==> config.mk <==
export PLATFORM = sky130hd
export DESIGN_NAME = twos_to_signmag_serial_flat
export DESIGN_NICKNAME = d
export VERILOG_FILES = /design/src/rtl/twos_to_signmag_serial_pkg.sv /design/src/rtl/twos_to_signmag_serial_if.sv /design/src/rtl/twos_to_signmag_serial_cell.sv /design/src/rtl/twos_to_signmag_serial.sv /design/src/flat_wrapper.sv
export SDC_FILE = /design/constraint.sdc
export NUM_CORES = 1
export LEC_CHECK = 0
export CAP_MARGIN = 25
export CORE_ASPECT_RATIO = 0.8
export CORE_UTILIZATION = 25
export DETAILED_ROUTE_END_ITERATION = 7
export GPL_TIMING_DRIVEN = 0
export PLACE_DENSITY = 0.54
export SKIP_LAST_GASP = 1
export SYNTH_ARGS = -nofsm -noshare
export SYNTH_HDL_FRONTEND = slang
export SYNTH_SLANG_ARGS = --single-unit
==> constraint.sdc <==
create_clock -name clk -period 2.4 [get_ports clk]
set_input_delay 0.48 -clock clk [delete_from_list [all_inputs] [get_ports clk]]
set_output_delay 0.48 -clock clk [all_outputs]
set_load 0.01 [all_outputs]
==> src/rtl/twos_to_signmag_serial_pkg.sv <==
// Shared types and helpers for the serial two's-complement to sign-magnitude decoder.
// The FSM encoding is fixed so that other serial codecs can reuse the same state values.
package twos_to_signmag_serial_pkg;

    typedef enum logic [1:0] {
        ST_IDLE = 2'd0,
        ST_CONV = 2'd1,
        ST_DONE = 2'd2
    } state_e;

    localparam int DEFAULT_WIDTH = 8;

    // Returns the bit-counter width needed to count WIDTH serial steps.
    function automatic int cnt_width(input int width);
        return $clog2(width);
    endfunction

endpackage

==> src/rtl/twos_to_signmag_serial_if.sv <==
// Ready/valid stream bundle: a two's-complement word goes in, and sign, magnitude
// and the most-negative flag come out.
interface twos_to_signmag_serial_if
    import twos_to_signmag_serial_pkg::*;
#(
    parameter int WIDTH = DEFAULT_WIDTH
);
    logic             in_valid;
    logic             in_ready;
    logic [WIDTH-1:0] in_data;
    logic             out_valid;
    logic             out_ready;
    logic             out_sign;
    logic [WIDTH-1:0] out_mag;
    logic             out_min;

    modport master (
        output in_valid, in_data, out_ready,
        input  in_ready, out_valid, out_sign, out_mag, out_min
    );

    modport slave (
        input  in_valid, in_data, out_ready,
        output in_ready, out_valid, out_sign, out_mag, out_min
    );
endinterface

==> src/rtl/twos_to_signmag_serial_cell.sv <==
// One-bit serial negation cell: bits are copied up to and including the first 1,
// and every later bit is inverted. The seen_one flop remembers whether that 1 has passed.
module tc_serial_cell (
    input  logic clk,
    input  logic rst,
    input  logic clr,
    input  logic en,
    input  logic bit_in,
    output logic bit_out
);
    logic seen_q;
    logic seen_d;

    always_comb begin
        bit_out = seen_q ? ~bit_in : bit_in;
        seen_d  = seen_q;
        if (clr) begin
            seen_d = 1'b0;
        end else if (en) begin
            seen_d = seen_q | bit_in;
        end
    end

    always_ff @(posedge clk) begin
        if (rst) begin
            seen_q <= 1'b0;
        end else begin
            seen_q <= seen_d;
        end
    end
endmodule

==> src/rtl/twos_to_signmag_serial.sv <==
// Bit-serial two's-complement to sign-magnitude decoder. Non-negative words bypass
// the serial path; negative words are negated LSB first over WIDTH cycles.
module twos_to_signmag_serial
    import twos_to_signmag_serial_pkg::*;
#(
    parameter int WIDTH = DEFAULT_WIDTH
) (
    input  logic                         clk,
    input  logic                         reset_p,
    twos_to_signmag_serial_if.slave      bus
);
    localparam int CNT_W = cnt_width(WIDTH);
    localparam logic [CNT_W-1:0] LAST_CNT = CNT_W'(WIDTH - 1);
    localparam logic [WIDTH-1:0] MIN_MAG  = {1'b1, {(WIDTH-1){1'b0}}};

    state_e           state_q, state_d;
    logic [WIDTH-1:0] shreg_q, shreg_d;
    logic [WIDTH-2:0] acc_q, acc_d;
    logic [CNT_W-1:0] cnt_q, cnt_d;
    logic             in_ready_q, in_ready_d;
    logic             out_valid_q, out_valid_d;
    logic             out_sign_q, out_sign_d;
    logic [WIDTH-1:0] out_mag_q, out_mag_d;
    logic             out_min_q, out_min_d;

    logic             accept;
    logic             conv_en;
    logic             res_bit;
    logic [WIDTH-1:0] acc_shift;
    logic [WIDTH-1:0] mag_final;

    tc_serial_cell u_cell (
        .clk     (clk),
        .rst     (reset_p),
        .clr     (accept),
        .en      (conv_en),
        .bit_in  (shreg_q[0]),
        .bit_out (res_bit)
    );

    // Result bits enter at the top and walk down, so bit 0 of the magnitude arrives first.
    assign acc_shift = {res_bit, acc_q};
    assign mag_final = {res_bit, acc_q};

    always_comb begin
        state_d    = state_q;
        shreg_d    = shreg_q;
        acc_d      = acc_q;
        cnt_d      = cnt_q;
        out_sign_d = out_sign_q;
        out_mag_d  = out_mag_q;
        out_min_d  = out_min_q;
        accept     = 1'b0;
        conv_en    = 1'b0;

        case (state_q)
            ST_IDLE: begin
                if (bus.in_valid && in_ready_q) begin
                    accept  = 1'b1;
                    shreg_d = bus.in_data;
                    acc_d   = '0;
                    cnt_d   = '0;
                    if (!bus.in_data[WIDTH-1]) begin
                        state_d    = ST_DONE;
                        out_sign_d = 1'b0;
                        out_mag_d  = bus.in_data;
                        out_min_d  = 1'b0;
                    end else begin
                        state_d = ST_CONV;
                    end
                end
            end
            ST_CONV: begin
                conv_en = 1'b1;
                shreg_d = {1'b0, shreg_q[WIDTH-1:1]};
                acc_d   = acc_shift[WIDTH-1:1];
                cnt_d   = cnt_q + CNT_W'(1);
                if (cnt_q == LAST_CNT) begin
                    state_d    = ST_DONE;
                    cnt_d      = '0;
                    out_sign_d = 1'b1;
                    out_mag_d  = mag_final;
                    // Only the most negative word negates to a lone MSB.
                    out_min_d  = (mag_final == MIN_MAG);
                end
            end
            ST_DONE: begin
                if (bus.out_ready) begin
                    state_d    = ST_IDLE;
                    out_sign_d = 1'b0;
                    out_mag_d  = '0;
                    out_min_d  = 1'b0;
                end
            end
            default: begin
                state_d = ST_IDLE;
            end
        endcase

        in_ready_d  = (state_d == ST_IDLE);
        out_valid_d = (state_d == ST_DONE);
    end

    always_ff @(posedge clk) begin
        if (reset_p) begin
            state_q     <= ST_IDLE;
            shreg_q     <= '0;
            acc_q       <= '0;
            cnt_q       <= '0;
            in_ready_q  <= 1'b1;
            out_valid_q <= 1'b0;
            out_sign_q  <= 1'b0;
            out_mag_q   <= '0;
            out_min_q   <= 1'b0;
        end else begin
            state_q     <= state_d;
            shreg_q     <= shreg_d;
            acc_q       <= acc_d;
            cnt_q       <= cnt_d;
            in_ready_q  <= in_ready_d;
            out_valid_q <= out_valid_d;
            out_sign_q  <= out_sign_d;
            out_mag_q   <= out_mag_d;
            out_min_q   <= out_min_d;
        end
    end

    assign bus.in_ready  = in_ready_q;
    assign bus.out_valid = out_valid_q;
    assign bus.out_sign  = out_sign_q;
    assign bus.out_mag   = out_mag_q;
    assign bus.out_min   = out_min_q;
endmodule

==> src/flat_wrapper.sv <==
// flat-port wrapper written by rule: the top's interface ports become plain ports
module twos_to_signmag_serial_flat import twos_to_signmag_serial_pkg::*;
#(
    parameter int WIDTH = DEFAULT_WIDTH
)
  (clk, reset_p, bus_in_valid, bus_in_data, bus_out_ready, bus_in_ready, bus_out_valid, bus_out_sign, bus_out_mag, bus_out_min);
  twos_to_signmag_serial_if #(.WIDTH(WIDTH)) bus_i ();
  input  logic clk;
  input  logic reset_p;
  input wire logic [$bits(bus_i.in_valid)-1:0] bus_in_valid;
  input wire logic [$bits(bus_i.in_data)-1:0] bus_in_data;
  input wire logic [$bits(bus_i.out_ready)-1:0] bus_out_ready;
  output wire logic [$bits(bus_i.in_ready)-1:0] bus_in_ready;
  output wire logic [$bits(bus_i.out_valid)-1:0] bus_out_valid;
  output wire logic [$bits(bus_i.out_sign)-1:0] bus_out_sign;
  output wire logic [$bits(bus_i.out_mag)-1:0] bus_out_mag;
  output wire logic [$bits(bus_i.out_min)-1:0] bus_out_min;
  assign bus_i.in_valid = bus_in_valid;
  assign bus_i.in_data = bus_in_data;
  assign bus_i.out_ready = bus_out_ready;
  assign bus_in_ready = bus_i.in_ready;
  assign bus_out_valid = bus_i.out_valid;
  assign bus_out_sign = bus_i.out_sign;
  assign bus_out_mag = bus_i.out_mag;
  assign bus_out_min = bus_i.out_min;
  twos_to_signmag_serial #(.WIDTH(WIDTH)) u_core (.clk(clk), .reset_p(reset_p), .bus(bus_i));
endmodule
==> impl_metrics.json, run 1 <==
{
  "timing.fmax_ghz": 0.470,
  "clock-sinks": 33,
  "synthMuxAreaShare": 0.0518,
  "wl_per_cell_um": 12.5,
  "finClkSkew_ns": 0.00880,
  "cts-htree-levels": 2,
  "rsz0062_at_grt": "false",
  "synth_fp_nets": 194,
  "nets": 223,
  "final-hold-violation-count": 0,
  "fillers": 627,
  "die_h_um": 72.3,
  "seq_area_frac_synth": 0.428,
  "power_uw": 1420,
  "grt.overflow.total": 0,
  "fp.coreArea_um2": 5940,
  "status": "finished, final reports clean",
  "crit_fanout": 10,
  "cts_root_buf": "clkbuf_8",
  "hold_path_depth": 2,
  "hold_path.class": "reg2reg",
  "report.final.slew_viol_count": 0,
  "fin_crit_ns": 2.13,
  "p_per_area_nw_per_um2": 726,
  "met3WireLength_um": 158,
  "fin_setup_tns_ns": 0,
  "area.growth.synth_to_final_pct": 26.4,
  "drt_iter0_markers": 67,
  "fin_cells": 286,
  "r2r_cells": 7,
  "clkTransAtPathRegs_ns": 0.07,
  "cp.arrival_ns": 2.30,
  "ios": 24,
  "insertion_delay_ns": 0.29,
  "cts_hold_buf": 0,
  "grt_pass1_vias": 1318,
  "fin_area_um2": 1950,
  "dp.cells": 278,
  "ys_seq_elements": 33,
  "hpwl_um": 2620,
  "p_leak_uw": 0.000672,
  "synth_warnings": 0,
  "tightest_slew_ns": 0.659,
  "cts_buffer_depth": 2,
  "vias": 1335,
  "min_period_over_period": 0.887,
  "top_layer_used": "met4",
  "netlist_area_um2": 1550,
  "antenna_cells": 0,
  "worstPathRequired_ns": 2.57,
  "drtAntennaViolNets": 0,
  "design.die.area_um2": 6500,
  "syn_avg_cell_area_um2": 8.83,
  "setup_viol": 0,
  "gp_congestion": 0.758,
  "place_area_um2": 1870,
  "grt_use_total": 0.124,
  "synth_top_family_by_area": "simple AND/OR/NAND/NOR gates",
  "rows": 25,
  "vias_per_cell": 4.67,
  "peakVddDrop_mv": 0.211,
  "wl_um": 3570,
  "ys_types": 31,
  "drc": 0,
  "die_w_um": 89.9,
  "synthCells": 175,
  "maxSlewHeadroom": 0.561,
  "start_util": 0.260,
  "antenna_found_initial": 0,
  "post_cts_resized": 0,
  "portBuffers": 22,
  "drive_gt1_frac": 0.0732,
  "worstSetupEndpointType": "flip-flop",
  "synth_compound_gate_area_share": 0.180,
  "cts_setup_buffers": 0,
  "layout.area.seq_um2": 661,
  "drt_first_pass_iters": 4,
  "drv_cap": 0,
  "synth_adder_area_share": 0.0567,
  "cts_buffers": 5,
  "multi_input_area_um2": 801,
  "grt_max_degree": 12,
  "drt-met1-wl_um": 1800,
  "cts_tree": "yes",
  "path_class": "in2reg",
  "wl_met2_um": 1580,
  "synth-xor-area-share": 0,
  "yosys.area_share.simple": 0.230,
  "start_kind": "input pin",
  "grt_first_pass_wirelength_um": 6330
}
-- placed cells by master (no fill, tap or decap), drive strengths merged, types with 3 or more instances in the layout --
master and n:
clkdlybuf4s50 22, o21ai 5, nor2 18, a211oi 8
inv 6, dfxtp 33, a21oi 12, nand2 13
clkbuf 13, nand4 3, nand3 17, buf 5
nand2b 9, ha 7, a311oi 7, mux2i 8
-- stage by stage --
stage          hold slack [ns]  setup WS [ns]  utilization
2_1_floorplan            0.436          0.587            -
3_3_place_gp             0.443        -0.0912        0.314
3_5_place_dp             0.450        -0.0780        0.314
4_1_cts                  0.460          0.233        0.329
5_1_grt                  0.482         0.0597        0.329
6_report                 0.461          0.271        0.329
-- cells by family after synthesis --
logic type / count (synthesis)
muxes: 8
DFF: 33
AOI/OAI and AO/OA: 38
and+or+nand+nor: 70
buffers and inverters: 19
adders and majority gates: 7
-- worst paths after layout --
check / startpoint / end / slack [ns]
setup / recovery: bus_in_valid / u_core.bus.out_sign / 0.27
hold / removal: u_core.cnt_q[2] / u_core.cnt_q[2] / 0.46
setup reg to reg: u_core.state_q[0] / u_core.bus.out_sign / 0.30
hold reg to reg: u_core.cnt_q[2] / u_core.cnt_q[2] / 0.46
-- sequential cells by signal (all words and copies together), names as in the netlist --
signal / count
u_core.shreg_q: 8
u_core.bus.out_mag: 8
u_core.cnt_q: 3
u_core.u_cell.seen_q: 1
u_core.state_q: 2
u_core.acc_q: 7
u_core.bus.out_min: 1
u_core.bus.out_sign: 1
u_core.bus.in_ready: 1
u_core.bus.out_valid: 1
-- routing by layer --
layer	track usage	vias to the layer above
met3	0.0398	5
met5	0	-
met4	0.0376	0
met2	0.202	24
met1	0.159	626
li1	-	680
-- layout make-up --
type                       instances  share of cell area
clock inverter                     3             0.00897
tap                               81              0.0519
buffer                            13              0.0314
multi-input combinational        123               0.410
sequential                        33               0.338
clock buffer                       5              0.0352
timing repair buffer              22               0.113
inverter                           6              0.0115
-- critical path, stage by stage --
cell and delay (ns):
clkdlybuf4s50_1 0.56, nand3b_4 0.11, a2111oi_4 0.68, buf_6 0.23
mux2i_1 0.19, nor2_1 0.05
-- cell usage after synthesis --
library cell,count,area share
a2111oi_4,1,0.018
a211o_1,1,0.0057
a211oi_1,8,0.039
a21oi_1,12,0.039
a221oi_1,1,0.0057
a2bb2oi_1,1,0.0057
a311oi_1,7,0.040
and2_1,1,0.0041
buf_2,4,0.013
buf_6,1,0.0073
clkbuf_1,8,0.019
dfxtp_1,33,0.43
ha_1,7,0.057
inv_1,6,0.015
mux2i_1,8,0.052
nand2_1,13,0.032
nand2b_1,9,0.036
nand3_1,17,0.055
nand3b_1,1,0.0049
nand3b_4,1,0.013
nand4_1,3,0.012
nor2_1,18,0.044
nor2b_1,2,0.0081
nor3_1,2,0.0065
nor4_1,1,0.0041
nor4b_1,1,0.0057
o211a_1,1,0.0065
o21a_1,1,0.0049
o21ai_0,4,0.013
o21ai_1,1,0.0032
or4_1,1,0.0049
-- report_power, final --
| part | leakage [uW] | internal [uW] | switching, uW |
|---|---|---|---|
| logic | 0.000358 | 171 | 201 |
| clock network | 0.0000439 | 200 | 212 |
| registers | 0.000270 | 602 | 31.7 |
Power figures use the tool's default switching activity.
==> run 2: changes to the inputs <==
Settings changed: CORE_UTILIZATION 25 to 52, PLACE_DENSITY 0.54 to 0.89.
==> impl_metrics.json, run 2 (synthesis results as in run 1) <==
{
  "status": "finished, final reports clean",
  "place_area_um2": 1810,
  "cts_buffers": 5,
  "rsz0062_at_grt": "false",
  "area.growth.synth_to_final_pct": 23.9,
  "cts_hold_buf": 0,
  "clock-sinks": 33,
  "nets": 223,
  "wl_per_cell_um": 14.7,
  "final_cell_mix": "33 x dfxtp_1, 22 x clkdlybuf4s50_1, 18 x nor2_1",
  "report.final.slew_viol_count": 0,
  "cp.arrival_ns": 2.38,
  "path_class": "in2reg",
  "start_util": 0.555,
  "clkTransAtPathRegs_ns": 0.06,
  "p_leak_uw": 0.000682,
  "dp.cells": 235,
  "vias_per_cell": 5.77,
  "fin_setup_tns_ns": 0,
  "gp_congestion": 0.882,
  "cts_buffer_depth": 2,
  "grt_pass1_vias": 1371,
  "portBuffers": 22,
  "worstSetupEndpointType": "flip-flop",
  "grt_use_total": 0.249,
  "grt_max_degree": 11,
  "vias": 1402,
  "setup_viol": 0,
  "antenna_found_initial": 0,
  "drv_cap": 0,
  "grt.overflow.total": 0,
  "ios": 24,
  "post_cts_resized": 0,
  "cts-htree-levels": 2,
  "drtAntennaViolNets": 0,
  "p_per_area_nw_per_um2": 767,
  "drc": 0,
  "antenna_cells": 0,
  "hold_path.class": "reg2reg",
  "rows": 17,
  "fp.coreArea_um2": 2790,
  "start_kind": "input pin",
  "die_h_um": 50.8,
  "power_uw": 1470,
  "insertion_delay_ns": 0.28,
  "wl_um": 3580,
  "fin_cells": 243,
  "drive_gt1_frac": 0.0732,
  "fin_crit_ns": 2.22,
  "cts_root_buf": "clkbuf_8",
  "hpwl_um": 2640,
  "final_common_cell": "dfxtp_1",
  "min_period_over_period": 0.926,
  "finClkSkew_ns": 0.00584,
  "tightest_slew_ns": 0.716,
  "cts_tree": "yes",
  "final-hold-violation-count": 0,
  "crit_fanout": 10,
  "drt_first_pass_iters": 4,
  "drt_iter0_markers": 148,
  "cts_setup_buffers": 0,
  "timing.fmax_ghz": 0.450,
  "fin_area_um2": 1910,
  "maxSlewHeadroom": 0.523,
  "peakVddDrop_mv": 0.557,
  "design.die.area_um2": 3190,
  "grt_first_pass_wirelength_um": 6120,
  "worstPathRequired_ns": 2.55,
  "die_w_um": 62.9
}
==> run 2: cell count changes in the layout (fill, tap and decap cells not counted) <==
cell / delta
clkbuf_8: +2
clkinv_2: -1
clkinvlp_4: -1
==> run 2: worst paths after layout <==
kind	depth (start not counted)	start	slack, ns	to
worst max register to register	7	u_core.state_q[1]	0.25	u_core.bus.out_sign
worst min-delay path	2	u_core.cnt_q[2]	0.47	u_core.cnt_q[2]
worst min register to register	2	u_core.cnt_q[2]	0.47	u_core.cnt_q[2]
worst max-delay path	6	bus_in_valid	0.18	u_core.bus.out_sign
==> run 2: worst max-delay path: stages <==
cell and delay, ns:
clkdlybuf4s50_1 0.57, nand3b_4 0.12, a2111oi_4 0.72, buf_6 0.24
mux2i_1 0.19, nor2_1 0.05
==> run 2: through the flow <==
stage	worst slack (ns)	hold slack, ns	utilization
after floorplan	0.587	0.436	-
after global placement	-0.0246	0.442	0.651
after detailed placement	-0.0786	0.458	0.651
after CTS	0.210	0.467	0.687
after global routing	0.104	0.487	0.687
final	0.177	0.467	0.687
==> run 2: report_power, final <==
part / leakage (uW) / total, uW / switching, uW / internal (uW)
registers: 0.000270 / 636 / 33.7 / 602
clock network: 0.0000542 / 452 / 193 / 259
logic: 0.000358 / 381 / 210 / 171
total: 0.000682 / 1470 / 437 / 1030
==> run 2: metal layers <==
metal  track usage  share of wire
met1         0.311           0.45
met2         0.396           0.45
met3        0.0750          0.075
met4         0.112          0.019
met5             0              0
==> run 2: area by class of cell <==
type                            count  area [um2]
Fill cell                         209         872
Multi-Input combinational cell    123         801
Sequential cell                    33         661
Timing Repair Buffer               22         220
Clock buffer                        7        96.3
Buffer                             13        61.3
Tap cell                           38        47.5
Inverter                            6        22.5
Clock inverter                      1        5.00
